===== config.mk =====
export PLATFORM = sky130hd
export DESIGN_NAME = display_7seg_mux_bin
export DESIGN_NICKNAME = d
export VERILOG_FILES = /design/src/rtl/display_7seg_mux_bin.sv
export SDC_FILE = /design/constraint.sdc
export NUM_CORES = 1
export LEC_CHECK = 0
export ABC_AREA = 1
export BUFFER_PORTS_ARGS = -buffer_cell sky130_fd_sc_hd__buf_4
export CAP_MARGIN = 20
export CORE_MARGIN = 2
export CORE_UTILIZATION = 60
export DETAILED_ROUTE_END_ITERATION = 12
export PLACE_DENSITY = 0.79
export SKIP_LAST_GASP = 1
export SYNTH_ARGS = -nofsm -noshare
export SYNTH_HDL_FRONTEND = slang
export SYNTH_SLANG_ARGS = --single-unit

===== constraint.sdc =====
create_clock -name i_clk -period 8.3 [get_ports i_clk]
set_input_delay 1.66 -clock i_clk [delete_from_list [all_inputs] [get_ports i_clk]]
set_output_delay 1.66 -clock i_clk [all_outputs]
set_load 0.02 [all_outputs]

===== src/rtl/display_7seg_mux_bin.sv =====
// Multiplexed seven-segment driver: binary input converted to BCD by a sequential
// double-dabble engine, then scanned digit by digit onto shared segment lines.
module display_7seg_mux_bin #(
  parameter int unsigned N_DIG      = 4,
  parameter int unsigned W_BIN      = 14,
  parameter int unsigned REFRESH    = 100000,
  parameter int unsigned ACTIVE_LOW = 1
) (
  input  logic             i_clk,
  input  logic             i_rst,
  input  logic [W_BIN-1:0] i_bin_in,
  input  logic             i_load,
  input  logic             i_en,
  input  logic             i_blank_lz,
  output logic             o_busy,
  output logic             o_overflow,
  output logic [6:0]       o_seg,
  output logic [N_DIG-1:0] o_an
);

  localparam int unsigned W_BCD  = 4 * (N_DIG + 1);
  localparam int unsigned W_DISP = 4 * N_DIG;
  localparam int unsigned W_REF  = (REFRESH > 1) ? $clog2(REFRESH) : 1;
  localparam int unsigned W_IDX  = (N_DIG > 1) ? $clog2(N_DIG) : 1;
  localparam int unsigned W_CNT  = $clog2(W_BIN + 1);

  localparam logic [6:0]       SEG_OFF = (ACTIVE_LOW != 0) ? 7'h7F : 7'h00;
  localparam logic [N_DIG-1:0] AN_OFF  = (ACTIVE_LOW != 0) ? '1 : '0;

  typedef enum logic [1:0] {StIdle, StConv, StDone} state_e;

  state_e r_state, w_state_d;

  logic [W_BIN-1:0]  r_sh;
  logic [W_BCD-1:0]  r_bcd;
  logic [W_BCD-1:0]  w_adj;
  logic [W_CNT-1:0]  r_cnt;
  logic [W_DISP-1:0] r_disp;
  logic              r_ovf;
  logic              r_busy;
  logic              w_busy_d;
  logic              w_start;
  logic              w_shift;
  logic              w_commit;

  logic [W_REF-1:0]  r_ref;
  logic [W_IDX-1:0]  r_idx;
  logic [6:0]        r_seg;
  logic [N_DIG-1:0]  r_an;

  logic [3:0]        w_nib;
  logic              w_hi_zero;
  logic [6:0]        w_pat;
  logic [6:0]        w_seg_d;
  logic [N_DIG-1:0]  w_an_oh;
  logic [N_DIG-1:0]  w_an_d;

  // ---------------- conversion FSM ----------------
  always_ff @(posedge i_clk or posedge i_rst) begin
    if (i_rst) r_state <= StIdle;
    else       r_state <= w_state_d;
  end

  always_comb begin
    w_state_d = r_state;
    unique case (r_state)
      StIdle: if (i_load) w_state_d = StConv;
      StConv: if (r_cnt == W_CNT'(W_BIN - 1)) w_state_d = StDone;
      StDone: w_state_d = StIdle;
      default: w_state_d = StIdle;
    endcase
  end

  // busy registered from the next state so it tracks (state != IDLE) exactly
  always_comb begin
    w_start  = (r_state == StIdle) && i_load;
    w_shift  = (r_state == StConv);
    w_commit = (r_state == StDone);
    w_busy_d = (w_state_d != StIdle);
  end

  always_comb begin
    w_adj = r_bcd;
    for (int n = 0; n <= int'(N_DIG); n++) begin
      if (r_bcd[4*n +: 4] >= 4'd5) w_adj[4*n +: 4] = r_bcd[4*n +: 4] + 4'd3;
    end
  end

  always_ff @(posedge i_clk or posedge i_rst) begin
    if (i_rst) begin
      r_sh   <= '0;
      r_bcd  <= '0;
      r_cnt  <= '0;
      r_disp <= '0;
      r_ovf  <= 1'b0;
      r_busy <= 1'b0;
    end else begin
      r_busy <= w_busy_d;
      if (w_start) begin
        r_sh  <= i_bin_in;
        r_bcd <= '0;
        r_cnt <= '0;
      end
      if (w_shift) begin
        r_bcd <= {w_adj[W_BCD-2:0], r_sh[W_BIN-1]};
        r_sh  <= r_sh << 1;
        r_cnt <= r_cnt + W_CNT'(1);
      end
      if (w_commit) begin
        r_disp <= r_bcd[W_DISP-1:0];
        r_ovf  <= |r_bcd[W_BCD-1:W_DISP];
      end
    end
  end

  // ---------------- scan ----------------
  always_ff @(posedge i_clk or posedge i_rst) begin
    if (i_rst) begin
      r_ref <= '0;
      r_idx <= '0;
    end else if (i_en) begin
      if (r_ref == W_REF'(REFRESH - 1)) begin
        r_ref <= '0;
        r_idx <= (r_idx == W_IDX'(N_DIG - 1)) ? '0 : r_idx + W_IDX'(1);
      end else begin
        r_ref <= r_ref + W_REF'(1);
      end
    end
  end

  // ---------------- output stage ----------------
  always_comb begin
    w_nib     = r_disp[4*r_idx +: 4];
    w_hi_zero = 1'b1;
    for (int j = 0; j < int'(N_DIG); j++) begin
      if (j >= int'(r_idx) && r_disp[4*j +: 4] != 4'd0) w_hi_zero = 1'b0;
    end

    case (w_nib)
      4'd0: w_pat = 7'b0000001;
      4'd1: w_pat = 7'b1001111;
      4'd2: w_pat = 7'b0010010;
      4'd3: w_pat = 7'b0000110;
      4'd4: w_pat = 7'b1001100;
      4'd5: w_pat = 7'b0100100;
      4'd6: w_pat = 7'b0100000;
      4'd7: w_pat = 7'b0001111;
      4'd8: w_pat = 7'b0000000;
      4'd9: w_pat = 7'b0000100;
      default: w_pat = 7'b1111111;
    endcase
    if (r_ovf) w_pat = 7'b1111110;
    else if (i_blank_lz && r_idx != '0 && w_hi_zero) w_pat = 7'b1111111;

    w_an_oh = N_DIG'(1) << r_idx;
    if (!i_en) begin
      w_an_d  = AN_OFF;
      w_seg_d = SEG_OFF;
    end else begin
      w_an_d  = (ACTIVE_LOW != 0) ? ~w_an_oh : w_an_oh;
      w_seg_d = (ACTIVE_LOW != 0) ? w_pat : ~w_pat;
    end
  end

  always_ff @(posedge i_clk or posedge i_rst) begin
    if (i_rst) begin
      r_seg <= SEG_OFF;
      r_an  <= AN_OFF;
    end else begin
      r_seg <= w_seg_d;
      r_an  <= w_an_d;
    end
  end

  assign o_busy     = r_busy;
  assign o_overflow = r_ovf;
  assign o_seg      = r_seg;
  assign o_an       = r_an;

endmodule


== After elaboration in Yosys (flattened, before gate mapping) ==
Memories as Yosys holds them, arrays and structs flattened.
Index checks and enable logic that the tools add are counted.

* Add/sub/neg operators: 8
* Multipliers: 0
* Div/mod/pow operators: 0
* Magnitude comparators: 8
* Equality and inequality tests: 5
* Shift-type cells: 2
* Mux-type cells: 24
* Bitwise operators: 1
* Reductions and logical operators: 16

{| class="wikitable"
|+ Operator list
! operator !! count
|-
| 2-to-1 mux 20 bit || 2
|-
| 2-to-1 mux 14 bit || 2
|-
| 2-to-1 mux 4 bit || 7
|-
| 2-to-1 mux 7 bit || 3
|-
| greater-or-equal comparator 4 x 3 -> 1 bit (second input constant) || 5
|-
| adder 17 x 1 -> 17 bit (second input constant) || 1
|-
| equality test 17 bit (second input constant) || 1
|-
| 2-to-1 mux 17 bit || 1
|-
| adder 4 x 2 -> 4 bit (second input constant) || 4
|-
| nonzero test 4 bit || 4
|-
| indexed part select 16 x 5 -> 4 bit || 1
|-
| logical AND 1 bit || 6
|-
| 2-to-1 mux 2 bit || 3
|-
| nonzero test 2 bit || 3
|-
| adder 4 x 1 -> 4 bit (second input constant) || 1
|-
| equality test 2 bit (second input constant) || 2
|-
| equality test 4 bit (second input constant) || 1
|-
| greater-or-equal comparator 1 x 2 -> 1 bit (first input constant) || 2
|-
| 2-to-1 mux 1 bit || 4
|-
| NOT 4 bit || 1
|-
| one-hot mux 2 bit (2 select lines) || 1
|-
| OR reduction 4 bit || 1
|-
| << shifter 1 x 2 -> 4 bit (first input constant) || 1
|-
| adder 3 x 2 -> 3 bit (second input constant) || 1
|-
| other kinds (6) || 6
|}

* Flip-flop bits (word level): 88
* Bits in latches: 0
* RAM bits: 0
* ROM bits: 112
* Bits of input ports: 19
* Output and inout port bits: 13
* Word-level logic and storage cells: 76
* Memories kept: 1

{| class="wikitable"
|+ Memories
! memory !! words !! bits a word !! read ports !! clocked after memory_dff !! write ports !! line !! RTL
|-
| (no name shown) || 16 || 7 || 1 || 0 || 0 || 139 || <nowiki>case (w_nib)</nowiki>
|}

== Logic depth before layout (Yosys ltp) ==
Gate-level depths: netlist of run 1.

* Depth after elaboration: 10
* Depth in mapped cells: 11
* Depth with buffers taken out: 11

== Least setup slack after synthesis of run 1 ==
Ideal clock, no wire load.

* Kind: in2reg
* From: input i_en
* To: register r_ref[15]
* Setup time: 0.119 ns
* Arrival: 2.310 ns
* Required time: 8.181 ns
* Setup slack: 5.871 ns
* Stages: 7
* Path buffers: 0
* Cells stage by stage: inv_1 nor3_2 nand3_1 nor2_1 nand3_1 nand2_1 nor2_1

{| class="wikitable"
|+ RTL lines
! what !! line !! RTL
|-
| from (decl) || 13 || <nowiki>input logic i_en,</nowiki>
|-
| to (signal assigned) || 126 || <nowiki>r_ref <= r_ref + W_REF'(1);</nowiki>
|-
| to (decl) || 46 || <nowiki>logic [W_REF-1:0] r_ref;</nowiki>
|}

== Final worst setup path of run 1 ==
* From: input i_load
* To: register r_sh[0]

* Cells in the longest elaborated chain, start to end: 2

{| class="wikitable"
|+ RTL lines
! what !! line !! RTL
|-
| from (decl) || 12 || <nowiki>input logic i_load,</nowiki>
|-
| logical AND 1 bit || 76 || <nowiki>w_start = (r_state == StIdle) && i_load;</nowiki>
|-
| nonzero test 2 bit (no source line) || n/a ||
|-
| to (signal assigned) || 100 || <nowiki>r_sh <= i_bin_in;</nowiki>
|-
| to (signal assigned) || 106 || <nowiki>r_sh <= r_sh << 1;</nowiki>
|-
| to (decl) || 34 || <nowiki>logic [W_BIN-1:0] r_sh;</nowiki>
|}

No other way between the ends.
A chain may end at the register's enable or synchronous reset.

==> results list, run 1 <==
- After synthesis, the mean cell area works out to 8.41 sq um.
* DRC violation count after routing: 0
* Count of cells along the worst hold path: 2
- The library cells used most frequently in the layout, excluding fill and tap cells, are nand2_1, dfrtp_1, inv_1.
- Sequential cells account for 43.6% of the total power.
- By area the synthesized netlist is led by dfrtp_1, nand2_1, ha_1.
- 32 I/O pins were placed.
* Cell Rows: 32
- Across all layers, the routed design uses 3695 vias.
- Residual antenna-violating net count after detailed routing: 0
- The smallest clock period supported by the final layout is computed as a little under 3 ns.
* Cell-by-cell trace of the critical path: buf_4 > nand3_1 > nand2_1 > inv_1 > a22o_1
* Total core area: between 7000 and 8000 sq um
* RSZ-0062 raised after global routing: no
* Synthesis-stage register bit count: 88
* Post-place instance area: 4960 sq um
* WP data arrival: 3.15 ns
- Maximum number of pins on one net before global-route repair: between 80 and 90
- The path with the worst hold slack has its endpoint at r_disp[2].
- Critical register-to-register path endpoint: r_sh[0]
* Placer's final routability congestion estimate: roughly 0.85
- Top cell type by total area after synthesis: dfrtp_1
* Proportion of synthesized chip area in sequential cells: 47.5%
- Clock tree from TritonCTS: built
- The longest clock path from root to sink contains 2 buffers.
- WS Path Type: input pin to register
- Final period utilization: 35.0%
- Global route overflow: 0
* Placed instance count: 676
- In this run the critical register-to-register path is launched from r_state[1].
- Across the run, the number of max-cap violations was 0.
- Reg2reg setup slack: 5.67 ns
- The Yosys step of the flow raised 0 warnings.
- In this run, synthesis inferred 0 flip-flops with an integrated enable.
- Final Hold Fails: 0
- Via count of the first global-routing pass: 3443
- Class of the tightest hold or removal check: register to register
- In this run the number of H-tree levels came out at 3.
* Combinational fraction of design power: 40.5%
- The tree is rooted in a clkbuf_8.
* Synth-to-layout area growth: 10.4%
- Antenna violations before repair: 0
- Startpoint kind of the worst setup timing path: input pin
* Endpoint required time on the critical path: roughly 8.6 ns
- Slowest library cell on the worst path: nand2_1
* Combined buffer and inverter count along the critical path: 2
* # nets final: 630
- Max Clk Rate: 0.345 GHz
* Pwr/cell area: roughly 320 nW/um^2
- STA classifies the critical path endpoint as a register.
- Most used DFF post-synth: dfrtp_1
- Clock tree synthesis found a total of between 80 and 90 sinks.
* Outcome: finished clean
* Detailed placement HPWL: 6210 um
* Number of cells upsized or downsized after cts: 0
* Global Route Usage Sum: 22.4%
- In the routed layout, each cell is associated on average with a via count of 5.34.
* Share of the core filled with cells: 67.4%
- Buffers inserted during clock tree synthesis total 9.
- Proportion of layout cells with a drive suffix above 1: ~16%
* Overall die area: 8500 sq um
- The first global-routing pass estimated 15300 um of wire.
- Maximum fanout along the worst path: 32
* Headroom to the max-slew limit: 33.3%
- The worst-case IR drop observed on VDD is approximately 0.15 mV.
- Fraction of power spent switching nets: about 41%
- Summed over its instances, the top area cell type makes up 41.3% of the synthesized netlist area.
- When the netlist entered floorplanning its net count stood at 599.
- Summed over all layers, the routed wires come to 8800 um.
- For this run, the slowest stage of the critical path takes 0.75 ns.
* Launch point of the worst hold path: r_disp[2]
- Post-Synthesis Cells: 555
* Final Cell Area: 5150 sq um
- Buffers inserted to repair hold after CTS numbered 0.
- Unique masters post-synth: 41
- Number of iterations in the first detailed-routing pass: 6
- Start point of the critical path: i_load
* Number of non-filler instances in the completed layout: 692
- Worst-Skew Late Latency: between 0.3 and 0.4 ns
- NetSw: ~0.67 mW
* Initial DRC Count: 189
* Leakage dissipation: about 2.5 nW
* Most common cell after layout, fill and taps aside: nand2_1
- Aggregate negative setup slack: 0 ns
* Post-CTS setup buffers: 0
* Overall die height: 92.2 um
- The initial utilization of the core area, before any placement, comes to 61.0%.
- On the final layout, the worst clock skew is about 0.011 ns.
- Summing every instance area after synthesis gives 4670 sq um.
- Transition at the pin with the smallest max-transition slack: 0.998 ns
- The internal power of the cells totals between 0.9 and 1 mW.
- Setup violations remaining at the end of the flow were counted as 0.
- Max-slew violation count: 0
* Clock Power Share: 16.0%
- Routed wire per std cell: around 13 um
- Synth async-reset ratio: 100%
- Quantity of I/O buffers inserted on ports: 31
- After clock tree synthesis, the clock-pin slew on the worst setup and hold paths is ~0.08 ns.
- The number of antenna diodes in the final layout is 0.
* Die W: 92.2 um
- Register-to-Register Path Depth: 5
- Broken down by cell family, the worst path's largest delay share belongs to simple AND/OR/NAND/NOR gates.
[cell type report]
cell class / count / area, sq um
clock buffers: 15 / 166
fillers: 632 / 2490
inverters: 83 / 317
multi-input cells: 371 / 2060
flip-flops and latches: 88 / 2220
well taps: 102 / 128
repair buffers: 33 / 268
[worst register-to-register path, delay by kind of cell (launching register included)]
| family | cells | cell delay [ns] |
|---|---|---|
| AOI/OAI and AO/OA | 1 | 0.25 |
| buffers and inverters | 2 | 0.59 |
| and+or+nand+nor | 2 | 1.25 |
| DFF | 1 | 0.43 |
[flip-flops by register name (all words and copies together) (netlist names)]
signal / cells
r_bcd: 20
r_ref: 17
r_disp: 16
r_sh: 14
o_seg: 7
o_an: 4
r_cnt: 4
r_idx: 2
r_state: 2
o_busy: 1
o_overflow: 1
[how the worst max path moves through the flow]
stage / to / slack, ns / cells after the start
after global routing: r_sh[8] / 5.23 / 6
after CTS: r_sh[0] / 5.41 / 5
final: r_sh[0] / 5.40 / 5
after floorplan: o_busy / 4.38 / 1
after global placement: r_sh[0] / 5.05 / 5
after detailed placement: r_sh[0] / 5.02 / 5
[per-stage QoR]
stage | power, mW | hold slack [ns] | worst slack (ns)
6_report | 1.64 | 0.489 | 5.40
4_1_cts | 1.65 | 0.495 | 5.41
3_5_place_dp | 1.39 | 0.474 | 5.02
3_3_place_gp | 1.35 | 0.468 | 5.05
2_1_floorplan | 1.23 | 0.452 | 4.38
5_1_grt | 1.79 | 0.518 | 5.23
[synthesized netlist by cell type (6+ instances only)]
cell	instances
nand2_1	123
dfrtp_1	77
a21oi_1	23
nor2_1	31
nand4_1	8
inv_1	71
o21ai_0	56
inv_2	10
nand2_2	6
dfstp_2	11
nor3_1	9
ha_1	25
o22ai_1	6
buf_2	6
nand3_1	35
xor2_1	8
o211ai_1	7
[kinds of logic (layout without fill, tap and decap cells)]
| kind of cell | after synthesis | in the layout | share of synthesized area, % |
|---|---|---|---|
| buf+inv | 96 | 131 | 8.39 |
| fa+ha+maj | 25 | 25 | 6.70 |
| simple gates | 230 | 230 | 22.9 |
| compound gates | 108 | 108 | 13.1 |
| xor+xnor | 8 | 8 | 1.50 |
| flops | 88 | 88 | 47.5 |
[power by group through the flow]
stage	clock [mW]	sequential, mW	combinational, mW
2_1_floorplan	0	0.721	0.505
3_3_place_gp	0	0.717	0.637
3_5_place_dp	0	0.722	0.664
4_1_cts	0.270	0.714	0.668
5_1_grt	0.286	0.735	0.768
6_report	0.263	0.717	0.665
[routing by layer]
layer | wire (um) | global-route usage [%] | up-vias | share of wire (%)
met5 | 0 | 0 | - | 0
met4 | 106 | 9.20 | 0 | 1.2
met3 | 350 | 3.29 | 9 | 4.0
met2 | 4210 | 37.0 | 80 | 48
met1 | 4140 | 29.8 | 1743 | 47
li1 | - | - | 1863 | -
Power figures use the tool's default switching activity.
==> run 2: changes to the inputs <==
Clock period 8.3 ns to 2.9 ns, I/O delays scaled along.
==> run 2 against run 1 <==
- wire length grew 2.3%
- register-to-register slack worse by 4.8 ns
- count of clock-buffer cells in the layout fell by 3
- setup slack got worse by 4.6 ns
- non-clock buffer count is 5 higher
- critical path type is now register to register
- critical endpoint is now o_seg[0]
- largest cell class unchanged
- largest power group unchanged
==> results list, run 2 (same netlist as run 1, synthesis figures left out) <==
- The flow ran to the end, and the final reports show no timing, DRC or antenna violations.
- Sinks on Clock Net: 88 (unchanged)
- Detailed placement HPWL: 6640 um (+6.9%)
* Number of iterations in the first detailed-routing pass: 5 (-1)
- Wire length of the first global-routing pass: 15700 um (+2.4%)
- The number of buffers inserted by port buffering was 31 (unchanged).
- The overall power after layout was 4.91 mW (+200%).
- The final-report max-slew violation count is 0 (unchanged).
* Endpoint required time on the critical path: 3.19 ns (-5.36 ns)
* Root cell of the clock tree: clkbuf_8
- The vias after detailed routing came to 3795 (+2.7%).
- Grouping stages by cell kind, the critical path spends the most delay in simple AND/OR/NAND/NOR gates.
* Overall die area: 8500 sq um (unchanged)
- Clock tree from TritonCTS: built
- Top Registers: r_bcd: 20 flops, r_ref: 17 flops, r_disp: 16 flops
- The count of pins on the block boundary is 32 (unchanged).
- The final count of hold timing violations is 0 (unchanged).
* Clock buffer depth: 2 (unchanged)
- The count of inserted antenna diode cells was 0 (unchanged).
* Most frequent cell on the critical path: nand2_1
* Leading cell types in the layout, fill and taps excluded: nand2_1, dfrtp_1, inv_1
- The routing usage on met1 is 29.2% (-0.67 points).
- In this run the critical register-to-register path is launched from r_idx[0].
* Headroom to the max-slew limit: 55.7% (+22 points)
- The delay of the slowest critical-path stage was 0.69 ns (-0.06 ns).
* Post-CTS setup buffers: 0 (unchanged)
* Register with the most flip-flops: r_bcd
- Met3 Use GR: 3.12% (-0.16 points)
* Via count of the first global-routing pass: 3647 (+5.9%)
* Max Clk Rate: 0.486 GHz
* Initial core utilization: 61.0% (unchanged)
* Number of clock buffers inserted by TritonCTS: 9 (unchanged)
- Combined buffer and inverter count along the critical path: 2 (unchanged)
* Final setup vio count: 0 (unchanged)
- The cts-stage hold buffer count was 0 (unchanged).
* Reg2reg setup slack: 0.84 ns (-4.83 ns)
- In the finished design, the share of the clock period the worst path needs comes to 70.9%.
* Startpoint kind of the worst setup timing path: register
- The critical path data arrival time is 2.35 ns (-0.80 ns).
- Global Route met2 Usage: 39.0% (+2.0 points)
* Clock period minus final worst setup slack: 2.06 ns
* Via density per instance: 5.44 (+1.8%)
- Leakage dissipation: 2.56 nW (+1.7%)
- The clock-pin slew of the registers on the worst-case setup and hold paths was 0.08 ns (about the same).
- The max-cap check violation count came to 0 (unchanged).
* Critical path endpoint category: register
* Peak VDD IR: 0.450 mV (+210%)
- Post-place instance area: 5020 sq um (+1.2%)
- Global route overflow: 0 (unchanged)
- On the critical path, the stage with the largest delay is an instance of dfrtp_1.
- Placer's final routability congestion estimate: 0.919 (+7.6%)
- The aggregate routed wire length was 9000 um (+2.3%).
- Number of flip-flops in the largest register: 20 (unchanged)
* Cell Rows: 32 (unchanged)
* Antenna violations before repair: 0 (unchanged)
* DRC violation count after routing: 0 (unchanged)
- Worst-Skew Late Latency: 0.36 ns (about the same)
* WS Path Type: register to register
- Maximum number of pins on one net before global-route repair: 43 (-52%)
- Residual antenna-violating net count after detailed routing: 0 (unchanged)
- GRT busiest layer: met2
- Traced cell by cell, the critical path runs through inv_2 > nand2_1 > nand3_1 > nand2_1 > inv_1 > ha_1 > nand3b_1 > nand3_1 > nand3_1 > nand2_1 > nand2_1.
- Total core area: 7650 sq um (unchanged)
* H-tree Lvls: 3 (unchanged)
- Final Cell Area: 5220 sq um (+1.3%)
* Initial DRC Count: 194 (+2.6%)
- Routed wire per std cell: 12.9 um (+1.4%)
- Pwr/cell area: 941 nW/um^2 (+190%)
- The endpoint identified for the worst register-to-register timing path is o_seg[0].
- Setup repair after global routing left no endpoint under its margin.
- The final worst clock skew came to 0.00787 ns (-0.00353 ns).
- The net total in the final layout is 635 (+0.79%).
* Global Route Usage Sum: 23.0% (+0.63 points)
- Register-to-Register Path Depth: 11 (+6)
* Proportion of layout cells with a drive suffix above 1: 16.6% (+1.0 points)
- Die W: 92.2 um (unchanged)
- Most common cell after layout, fill and taps aside: nand2_1
* Number of cells upsized or downsized after cts: 0 (unchanged)
- Overall die height: 92.2 um (unchanged)
- Compared with the post-synthesis result, the final layout area differs by 11.9%.
- Class of the tightest hold or removal check: input pin to async pin
- Aggregate negative setup slack: 0 ns (unchanged)
- Transition at the pin with the smallest max-transition slack: 0.664 ns (-0.334 ns)
* Maximum fanout along the worst path: 15 (-53%)
-- run 2: power by group --
part,internal [mW],leakage (nW),total (mW),switching (mW)
combinational,0.762,1.41,1.97,1.20
clock,0.484,0.104,0.895,0.412
sequential,1.72,1.05,2.05,0.334
-- run 2: area by class of cell --
class,instances,area [sq um]
Fill cell,610,2420
Clock inverter,4,70.1
Clock buffer,12,135
Inverter,83,317
Multi-Input combinational cell,371,2060
Sequential cell,88,2220
Tap cell,102,128
Timing Repair Buffer,38,298
-- run 2: how the worst max path moves through the flow --
stage,start,end,slack [ns],cells after the start
6_report,r_idx[0],o_seg[0],0.84,11
5_1_grt,r_idx[0],o_seg[0],0.65,11
4_1_cts,r_idx[0],o_seg[0],0.85,11
3_5_place_dp,r_idx[0],o_seg[0],0.89,11
3_3_place_gp,r_idx[0],o_seg[0],1.0,11
2_1_floorplan,i_rst,o_busy,0.06,1
-- run 2: per-layer routing --
layer / vias up / wire length, um
li1: 1875 / -
met1: 1806 / 3980
met2: 97 / 4450
met3: 17 / 379
met4: 0 / 193
met5: - / 0
-- run 2: stage by stage --
stage	hold WS (ns)	cells	utilization [%]	worst slack, ns
after global placement	0.465	682	65.6	0.998
after CTS	0.301	698	68.3	0.851
final	0.291	698	68.3	0.844
after floorplan	0.452	555	-	0.0597
after global routing	0.356	698	68.3	0.653
after detailed placement	0.479	682	65.6	0.887
